File: src/rtl/unconfig_int_acc_reduce_pkg.sv
// Shared definitions for the approximate integer operator family:
// reduction FSM state encoding and a constant clog2 helper.
package unconfig_int_acc_reduce_pkg;

  // Reduction FSM states; 2'd3 is unused and recovers to IDLE.
  typedef enum logic [1:0] {
    IDLE = 2'd0,
    ACC  = 2'd1,
    DONE = 2'd2
  } acc_state_t;

  // Ceiling log2, usable in parameter/localparam expressions.
  // clog2(1)=0, clog2(2)=1, clog2(3)=2, clog2(9)=4.
  function automatic int clog2(input int value);
    int result;
    result = 0;
    while ((1 << result) < value) begin
      result = result + 1;
    end
    return result;
  endfunction

endpackage

File: src/rtl/unconfig_int_acc_reduce_trunc_mask.sv
// Combinational operand truncation: keeps the top OP_BITWIDTH bits of a
// DATA_PATH_BITWIDTH sample and forces the remaining low bits to zero.
// Shared with the adder-side truncation so both stages drop the same bits.
module apx_trunc_mask #(
  parameter int OP_BITWIDTH        = 32,
  parameter int DATA_PATH_BITWIDTH = 32
) (
  input  logic [DATA_PATH_BITWIDTH-1:0] in_data,
  output logic [DATA_PATH_BITWIDTH-1:0] masked
);

  // Number of low bits that are discarded (0 means pass-through).
  localparam int LOW_BITS = DATA_PATH_BITWIDTH - OP_BITWIDTH;

  // Per-bit keep/zero decision resolved at elaboration time.
  for (genvar gi = 0; gi < DATA_PATH_BITWIDTH; gi++) begin : g_bit
    if (gi >= LOW_BITS) begin : g_keep
      assign masked[gi] = in_data[gi];
    end else begin : g_zero
      assign masked[gi] = 1'b0;
    end
  end

endmodule

File: src/rtl/unconfig_int_acc_reduce.sv
// Reduction stage behind the approximate adder: sums ACC_LEN truncated
// samples into a wide signed accumulator and hands the total downstream
// through a valid/ready handshake with a one-bubble turnaround.
module unconfig_int_acc_reduce
  import unconfig_int_acc_reduce_pkg::*;
#(
  parameter  int OP_BITWIDTH        = 32,
  parameter  int DATA_PATH_BITWIDTH = 32,
  parameter  int ACC_LEN            = 8,
  localparam int CNT_BITWIDTH       = clog2(ACC_LEN + 1),
  localparam int ACC_BITWIDTH       = DATA_PATH_BITWIDTH + CNT_BITWIDTH
) (
  input  logic                          clk,
  input  logic                          rst,
  input  logic                          clr,
  input  logic                          in_valid,
  output logic                          in_ready,
  input  logic [DATA_PATH_BITWIDTH-1:0] in_data,
  output logic                          out_valid,
  input  logic                          out_ready,
  output logic [ACC_BITWIDTH-1:0]       out_data,
  output logic [CNT_BITWIDTH-1:0]       out_count
);

  localparam logic [CNT_BITWIDTH-1:0] LAST_COUNT = CNT_BITWIDTH'(ACC_LEN);

  acc_state_t                    state;
  acc_state_t                    state_next;
  logic [ACC_BITWIDTH-1:0]       acc;
  logic [ACC_BITWIDTH-1:0]       acc_next;
  logic [CNT_BITWIDTH-1:0]       count;
  logic [CNT_BITWIDTH-1:0]       count_next;
  logic [ACC_BITWIDTH-1:0]       result;
  logic [ACC_BITWIDTH-1:0]       result_next;
  logic                          valid;
  logic                          valid_next;

  logic [DATA_PATH_BITWIDTH-1:0] masked;
  logic [ACC_BITWIDTH-1:0]       masked_ext;
  logic [ACC_BITWIDTH-1:0]       acc_sum;
  logic [CNT_BITWIDTH-1:0]       count_inc;
  logic                          accept;
  logic                          last_accept;

  apx_trunc_mask #(
    .OP_BITWIDTH        (OP_BITWIDTH),
    .DATA_PATH_BITWIDTH (DATA_PATH_BITWIDTH)
  ) u_trunc_mask (
    .in_data (in_data),
    .masked  (masked)
  );

  // Sign-extend the truncated sample; the extra CNT_BITWIDTH bits make
  // overflow impossible for ACC_LEN samples.
  assign masked_ext = {{CNT_BITWIDTH{masked[DATA_PATH_BITWIDTH-1]}}, masked};
  assign acc_sum    = acc + masked_ext;
  assign count_inc  = count + CNT_BITWIDTH'(1);

  // Ready depends only on registered state, so no combinational path
  // from any input reaches it.
  assign in_ready    = (state != DONE);
  assign accept      = in_valid && in_ready;
  assign last_accept = (count_inc == LAST_COUNT);

  assign out_valid = valid;
  assign out_data  = result;
  assign out_count = count;

  // Next-state and datapath update; clr wins over accept, and is ignored
  // while a completed result waits for the consumer.
  always_comb begin
    state_next  = state;
    acc_next    = acc;
    count_next  = count;
    result_next = result;
    valid_next  = valid;
    case (state)
      IDLE, ACC: begin
        if (clr) begin
          state_next = IDLE;
          acc_next   = '0;
          count_next = '0;
        end else if (accept) begin
          acc_next   = acc_sum;
          count_next = count_inc;
          if (last_accept) begin
            state_next  = DONE;
            result_next = acc_sum;
            valid_next  = 1'b1;
          end else begin
            state_next = ACC;
          end
        end
      end
      DONE: begin
        if (out_ready) begin
          state_next = IDLE;
          acc_next   = '0;
          count_next = '0;
          valid_next = 1'b0;
        end
      end
      default: begin
        state_next = IDLE;
        acc_next   = '0;
        count_next = '0;
        valid_next = 1'b0;
      end
    endcase
  end

  // State and datapath registers with asynchronous active-low reset.
  always_ff @(posedge clk or negedge rst) begin
    if (!rst) begin
      state  <= IDLE;
      acc    <= '0;
      count  <= '0;
      result <= '0;
      valid  <= 1'b0;
    end else begin
      state  <= state_next;
      acc    <= acc_next;
      count  <= count_next;
      result <= result_next;
      valid  <= valid_next;
    end
  end

endmodule

File: config.mk
export PLATFORM = sky130hd
export DESIGN_NAME = unconfig_int_acc_reduce
export DESIGN_NICKNAME = d
export VERILOG_FILES = /design/src/rtl/unconfig_int_acc_reduce_pkg.sv /design/src/rtl/unconfig_int_acc_reduce_trunc_mask.sv /design/src/rtl/unconfig_int_acc_reduce.sv
export SDC_FILE = /design/constraint.sdc
export NUM_CORES = 1
export LEC_CHECK = 0
export CAP_MARGIN = 20
export CORE_MARGIN = 5
export CORE_UTILIZATION = 56
export CTS_BUF_LIST = sky130_fd_sc_hd__clkbuf_4 sky130_fd_sc_hd__clkbuf_8
export DETAILED_ROUTE_END_ITERATION = 8
export PLACE_DENSITY = 0.83
export SYNTH_ARGS = -nofsm -noshare
export SYNTH_HDL_FRONTEND = slang
export SYNTH_SLANG_ARGS = --single-unit
File: constraint.sdc
create_clock -name clk -period 3.3 [get_ports clk]
set_clock_uncertainty 0.1 [all_clocks]
set_input_delay 0.33 -clock clk [delete_from_list [all_inputs] [get_ports clk]]
set_output_delay 0.33 -clock clk [all_outputs]
set_load 0.1 [all_outputs]
==> results.py, run 1 <==
metrics = {
    "sta": {
        "final.setup.worst_slack_ns": 0.276,
        "final.min_clock_period_ns": 3.02,
        "rsz0062_at_grt": "false",
        "finalCritPeriodShare_pct": 91.6,
        "drv_slew": 0,
        "tightest_slew_ns": 0.990,
        "setup_violations": 0,
        "tns_ns": 0,
        "maxSlewHeadroom_pct": 33.8,
        "hold_viol_final": 0,
        "fmax_mhz": 331,
    },
    "grt": {
        "grt_pass1_vias": 4498,
        "grt_overflow": 0,
        "grt_max_degree": 80,
        "grt_usage_pct": 24.4,
        "grt_pass1_wl_um": 20700,
        "antenna_found_initial": 0,
    },
    "placement": {
        "dpl_cell_area_sq_um": 5880,
        "hpwlAfterDp_um": 9090,
        "placed_cells": 742,
        "gp_congestion": 0.878,
        "portBuffers": 78,
        "dp_slack_ns": -0.168,
    },
    "critical_path": {
        "cp_slowest_stage_delay_ns": 0.47,
        "r2r_slack_ns": 0.34,
        "criticalPathCategory": "in2reg",
        "critical_path_depth": 12,
        "worst-path-max-fanout": 4,
        "cp_top_family": "compound AO/OA/AOI/OAI gates",
        "cp.required_ns": 3.43,
        "reg2reg_from": "acc[0]$_DFFE_PN0P_",
        "ff2ff_path_depth": 11,
        "startpoint_type": "primary input",
        "crit_arrival_ns": 3.16,
        "r2r_end": "out_data[32]$_DFFE_PN0P_",
        "endpoint_kind": "flip-flop",
        "cp_slowest_cell": "a2111oi_2",
        "critPathBufInv": 2,
        "path_cells": "clkdlybuf4s50_1 > ha_1 > inv_1 > fa_1 > nand2b_1 > a21oi_2 > o21ai_1 > a2111oi_2 > nor3b_2 > o31ai_4 > mux2i_1 > o21ai_0",
    },
    "cells_and_area": {
        "design_area_sq_um": 6130,
        "layout_commonest_cell": "nand2_1",
        "layout.cells.non_filler": 760,
        "area.growth.synth_to_final_pct": 26.0,
        "drive_gt1_share_pct": 9.20,
        "post-route-util_pct": 71.4,
        "layout.cells.most_common_list": "nand2_1 (105), o21ai_0 (85), dfrtp_1 (79)",
        "n_antenna_cell": 0,
        "layout.nets": 721,
    },
    "clock_tree": {
        "clk_latency_ns": 0.36,
        "cts_root_buf": "clkbuf_8",
        "cts_setup_buffers": 0,
        "tritoncts": "built",
        "clkSinkCount": 79,
        "max-clock-path-buffers": 2,
        "htreeDepth": 3,
        "clkTransAtPathRegs_ns": 0.09,
        "numCtsBuffers": 9,
    },
    "drt": {
        "wl_per_cell_um": 16.0,
        "drt_wl_total_um": 12200,
        "ant_nets": 0,
        "route.detailed.drc": 0,
        "drt_iter0_drc": 222,
        "dr.pass1.iters": 5,
        "via_per_inst": 5.73,
        "vias": 4356,
    },
    "logic_synthesis": {
        "synth_ff_type": "dfrtp_1",
        "yosysUniqueCellTypes": 51,
        "synth.avg_cell_area_sq_um": 8.73,
        "synth_warnings": 0,
        "synth_area_sq_um": 4870,
        "synthCells": 558,
        "synth-seq-area-share_pct": 40.6,
        "synth.net_count": 632,
        "ys_ff_latch": 79,
        "synth_edf_count": 0,
        "synthArstFlopShare_pct": 100,
    },
    "job": {
        "cap_violations": 0,
    },
    "outcome": {
        "outcome": "complete, no violations",
    },
    "die": {
        "dieHeight_um": 103,
        "start_util_pct": 56.7,
        "die_area_sq_um": 10700,
        "io_pins": 79,
        "die_width_um": 103,
        "core_sq_um": 8590,
        "num_rows": 34,
    },
    "hold_path": {
        "worstHoldPathType": "in2async",
    },
    "power_and_ir_drop": {
        "p_leak_nw": 2.74,
        "vdd_drop_max_uv": 242,
        "p_per_area_nw_per_um2": 477,
    },
}
-- cells by family (layout without fill, tap and decap cells) --
kind of cell / count (synthesis) / after routing / synth area share (%)
AO/OA/AOI/OAI: 181 / 181 / 22.5
XOR/XNOR: 35 / 35 / 6.45
adder cells (fa/ha/maj): 37 / 37 / 9.66
buffers and inverters: 35 / 129 / 2.75
flip-flops: 79 / 79 / 40.6
multiplexers: 7 / 7 / 1.49
AND/OR/NAND/NOR: 184 / 184 / 16.5
-- routing by layer --
layer  part of all wire [%]  wire [um]  global-route usage [%]
met1                     42       5150                    30.6
met2                     50       6100                    42.3
met3                    5.7        694                    4.43
met4                    1.8        218                    8.57
met5                      0          0                       0
-- through the flow --
stage	power [mW]	hold slack (ns)
finish	2.93	0.339
global route	3.12	0.372
CTS	2.92	0.0676
detailed placement	2.16	0.367
global placement	2.13	0.358
floorplan	1.83	-0.0656
-- report_power, final --
part,switching (mW),internal (mW)
logic,0.626,0.452
clock network,0.380,0.373
registers,0.0501,1.04
-- Yosys cell counts, drive strengths merged, types with 7 or more instances --
master / n / area [sq um]
nand2: 106 / 398
o21ai: 87 / 435
dfrtp: 79 / 1980
a21oi: 38 / 190
ha: 36 / 450
nor2: 28 / 105
clkbuf: 25 / 93.8
xnor2: 21 / 191
xor2: 14 / 123
a21o: 13 / 97.6
nand3: 13 / 65.1
inv: 7 / 26.3
-- worst max-delay path by stage --
| stage | from | to | slack, ns |
|---|---|---|---|
| 2_1_floorplan | acc[0]$_DFFE_PN0P_ | acc[32]$_DFFE_PN0P_ | 0.55 |
| 3_3_place_gp | in_data[0] | acc[32]$_DFFE_PN0P_ | -0.08 |
| 3_5_place_dp | in_data[0] | out_data[32]$_DFFE_PN0P_ | -0.17 |
| 4_1_cts | in_data[0] | acc[22]$_DFFE_PN0P_ | 0.14 |
| 5_1_grt | in_data[0] | acc[32]$_DFFE_PN0P_ | 0.007 |
| 6_report | in_data[0] | out_data[32]$_DFFE_PN0P_ | 0.28 |
-- layout make-up --
| type | instances | area [sq um] |
|---|---|---|
| clock buffers | 10 | 138 |
| clock inverters | 6 | 67.6 |
| fillers | 690 | 2460 |
| inverters | 7 | 26.3 |
| multi-input cells | 444 | 2780 |
| flip-flops and latches | 79 | 1980 |
| well taps | 108 | 135 |
| repair buffers | 106 | 1010 |
-- what timing repair did --
item / in CTS / in global routing
endpoints found under the hold margin: 0 / 28
hold buffers: 0 / 1
gates resized for setup: 0 / 2
setup endpoints to repair: 0 / 4
-- state kept, by name, summed over array words and instances, names as in the netlist --
name	flops
acc	36
out_count	4
out_data	36
out_valid	1
state	2
Note: power is estimated with default switching activity, not from simulation.
==> run 2: changes to the inputs <==
--- a/config.mk
+++ b/config.mk
@@ -6,7 +6,6 @@
 export NUM_CORES = 1
 export LEC_CHECK = 0
 export CAP_MARGIN = 20
-export CORE_MARGIN = 5
 export CORE_UTILIZATION = 56
 export CTS_BUF_LIST = sky130_fd_sc_hd__clkbuf_4 sky130_fd_sc_hd__clkbuf_8
 export DETAILED_ROUTE_END_ITERATION = 8
==> results.py, run 2 (synthesized netlist as in run 1, its figures left out) <==
metrics = {
    "placement": {
        "portBuffers": 78,
        "hpwlAfterDp_um": 8940,
        "dpl_cell_area_sq_um": 5870,
        "gp_congestion": 0.924,
    },
    "clock_tree": {
        "numCtsBuffers": 9,
        "cts_setup_buffers": 0,
        "clkSinkCount": 79,
        "clkTransAtPathRegs_ns": 0.09,
        "max-clock-path-buffers": 2,
        "tritoncts": "built",
        "clk_latency_ns": 0.36,
        "cts_root_buf": "clkbuf_8",
        "htreeDepth": 3,
    },
    "sta": {
        "setup_violations": 0,
        "drv_slew": 0,
        "final.min_clock_period_ns": 3.01,
        "hold_ws_ns": 0.240,
        "fmax_mhz": 332,
        "finalCritPeriodShare_pct": 91.2,
        "maxSlewHeadroom_pct": 33.8,
        "rsz0062_at_grt": "false",
        "hold_viol_final": 0,
        "tightest_slew_ns": 0.990,
        "tns_ns": 0,
    },
    "power_and_ir_drop": {
        "p_int_mw": 1.94,
        "p_sw_share_pct": 35.6,
        "clock_power_share_pct": 27.9,
        "p_leak_nw": 2.74,
        "seqPwrFrac_pct": 36.3,
        "switching_power_mw": 1.07,
        "power_frac_comb_pct": 35.8,
        "p_total_mw": 3.01,
        "p_per_area_nw_per_um2": 490,
        "vdd_drop_max_uv": 304,
    },
    "critical_path": {
        "reg2reg_from": "acc[5]$_DFFE_PN0P_",
        "criticalPathCategory": "in2reg",
        "ff2ff_path_depth": 9,
        "endpoint_kind": "flip-flop",
        "crit_arrival_ns": 3.14,
        "worst-path-max-fanout": 4,
        "startpoint": "in_data[0]",
        "r2r_slack_ns": 0.31,
        "cp.required_ns": 3.43,
        "startpoint_type": "primary input",
        "r2r_end": "acc[34]$_DFFE_PN0P_",
    },
    "drt": {
        "drt_wl_total_um": 12300,
        "drt_iter0_drc": 230,
        "vias": 4485,
        "ant_nets": 0,
        "dr.pass1.iters": 5,
        "via_per_inst": 5.94,
        "route.detailed.drc": 0,
        "wl_per_cell_um": 16.3,
    },
    "hold_path": {
        "worstHoldPathType": "in2async",
    },
    "die": {
        "die_width_um": 95.3,
        "start_util_pct": 58.7,
        "io_pins": 79,
        "dieHeight_um": 95.3,
        "die_area_sq_um": 9070,
        "core_sq_um": 8300,
        "num_rows": 33,
    },
    "cells_and_area": {
        "layout.cells.most_common_list": "nand2_1 (105), o21ai_0 (85), dfrtp_1 (79)",
        "drive_gt1_share_pct": 8.77,
        "layout.nets": 719,
        "n_antenna_cell": 0,
        "area.growth.synth_to_final_pct": 26.3,
        "layout_commonest_cell": "nand2_1",
        "fillers": 617,
        "design_area_sq_um": 6150,
        "post-route-util_pct": 74.1,
    },
    "grt": {
        "grt.busiest_layer": "met2",
        "use_met3_pct": 5.26,
        "grt_max_degree": 80,
        "grt_pass1_wl_um": 20300,
        "antenna_found_initial": 0,
        "use_met2_pct": 45.9,
        "met1_usage_pct": 39.2,
        "grt_pass1_vias": 4324,
        "grt_usage_pct": 28.6,
        "grt_overflow": 0,
    },
    "outcome": {
        "outcome": "complete, no violations",
    },
    "job": {
        "cap_violations": 0,
    },
}
## run 2: timing repair
item | in CTS | in global routing
endpoints found under the hold margin | 0 | 15
hold buffers | 0 | 1
resized for setup | 0 | 2
endpoints found under the setup margin | 0 | 4
## run 2: final cells by class
cell class,instances,area (sq um),share of cell area (%)
flip-flops and latches,79,1980,32.1
repair buffers,104,993,16.2
well taps,105,131,2.14
inverters,7,26.3,0.427
clock buffers,10,138,2.24
clock inverters,6,93.8,1.53
multi-input cells,444,2790,45.4
## run 2: layer usage
| layer | up-vias | part of all wire [%] |
|---|---|---|
| met5 | - | 0 |
| met4 | 0 | 1.8 |
| met3 | 27 | 5.9 |
| met2 | 175 | 48 |
| met1 | 2120 | 44 |
| li1 | 2163 | - |
## run 2: how the worst max path moves through the flow
| stage | to | slack, ns | cells after the start |
|---|---|---|---|
| 2_1_floorplan | acc[32]$_DFFE_PN0P_ | 0.55 | 11 |
| 3_3_place_gp | acc[32]$_DFFE_PN0P_ | -0.02 | 12 |
| 3_5_place_dp | acc[32]$_DFFE_PN0P_ | -0.18 | 12 |
| 4_1_cts | out_data[32]$_DFFE_PN0P_ | 0.19 | 12 |
| 6_report | out_data[32]$_DFFE_PN0P_ | 0.29 | 12 |
| 5_1_grt | acc[34]$_DFFE_PN0P_ | 0.07 | 9 |
## run 2: power by group through the flow
stage | combinational [mW] | clock [mW] | sequential [mW]
after floorplan | 0.716 | 0 | 1.12
after global placement | 1.01 | 0 | 1.11
after global routing | 1.20 | 0.882 | 1.10
after CTS | 1.05 | 0.840 | 1.09
after detailed placement | 1.04 | 0 | 1.11
final | 1.08 | 0.841 | 1.09
## run 2: critical path, stage by stage
cell	delay, ns
clkdlybuf4s50_1	0.46
ha_1	0.16
inv_1	0.06
fa_1	0.38
nand2b_1	0.19
a21oi_2	0.19
o21ai_1	0.18
a2111oi_4	0.43
nor3b_2	0.15
o31ai_4	0.32
mux2i_1	0.21
o21ai_0	0.10
## run 2: per-stage QoR
step | cells | worst slack (ns)
6_report | 755 | 0.290
5_1_grt | 755 | 0.0725
4_1_cts | 753 | 0.188
3_5_place_dp | 737 | -0.177
3_3_place_gp | 737 | -0.0196
2_1_floorplan | 558 | 0.552
==> run 3: changes to the inputs <==
--- a/config.mk
+++ b/config.mk
@@ -9,6 +9,7 @@
 export CORE_UTILIZATION = 56
 export CTS_BUF_LIST = sky130_fd_sc_hd__clkbuf_4 sky130_fd_sc_hd__clkbuf_8
 export DETAILED_ROUTE_END_ITERATION = 8
+export HOLD_SLACK_MARGIN = 0.05
 export PLACE_DENSITY = 0.83
 export SYNTH_ARGS = -nofsm -noshare
 export SYNTH_HDL_FRONTEND = slang
==> results of run 3 <==
Same layout as run 2: the final DEF is identical, and so are final timing and power.
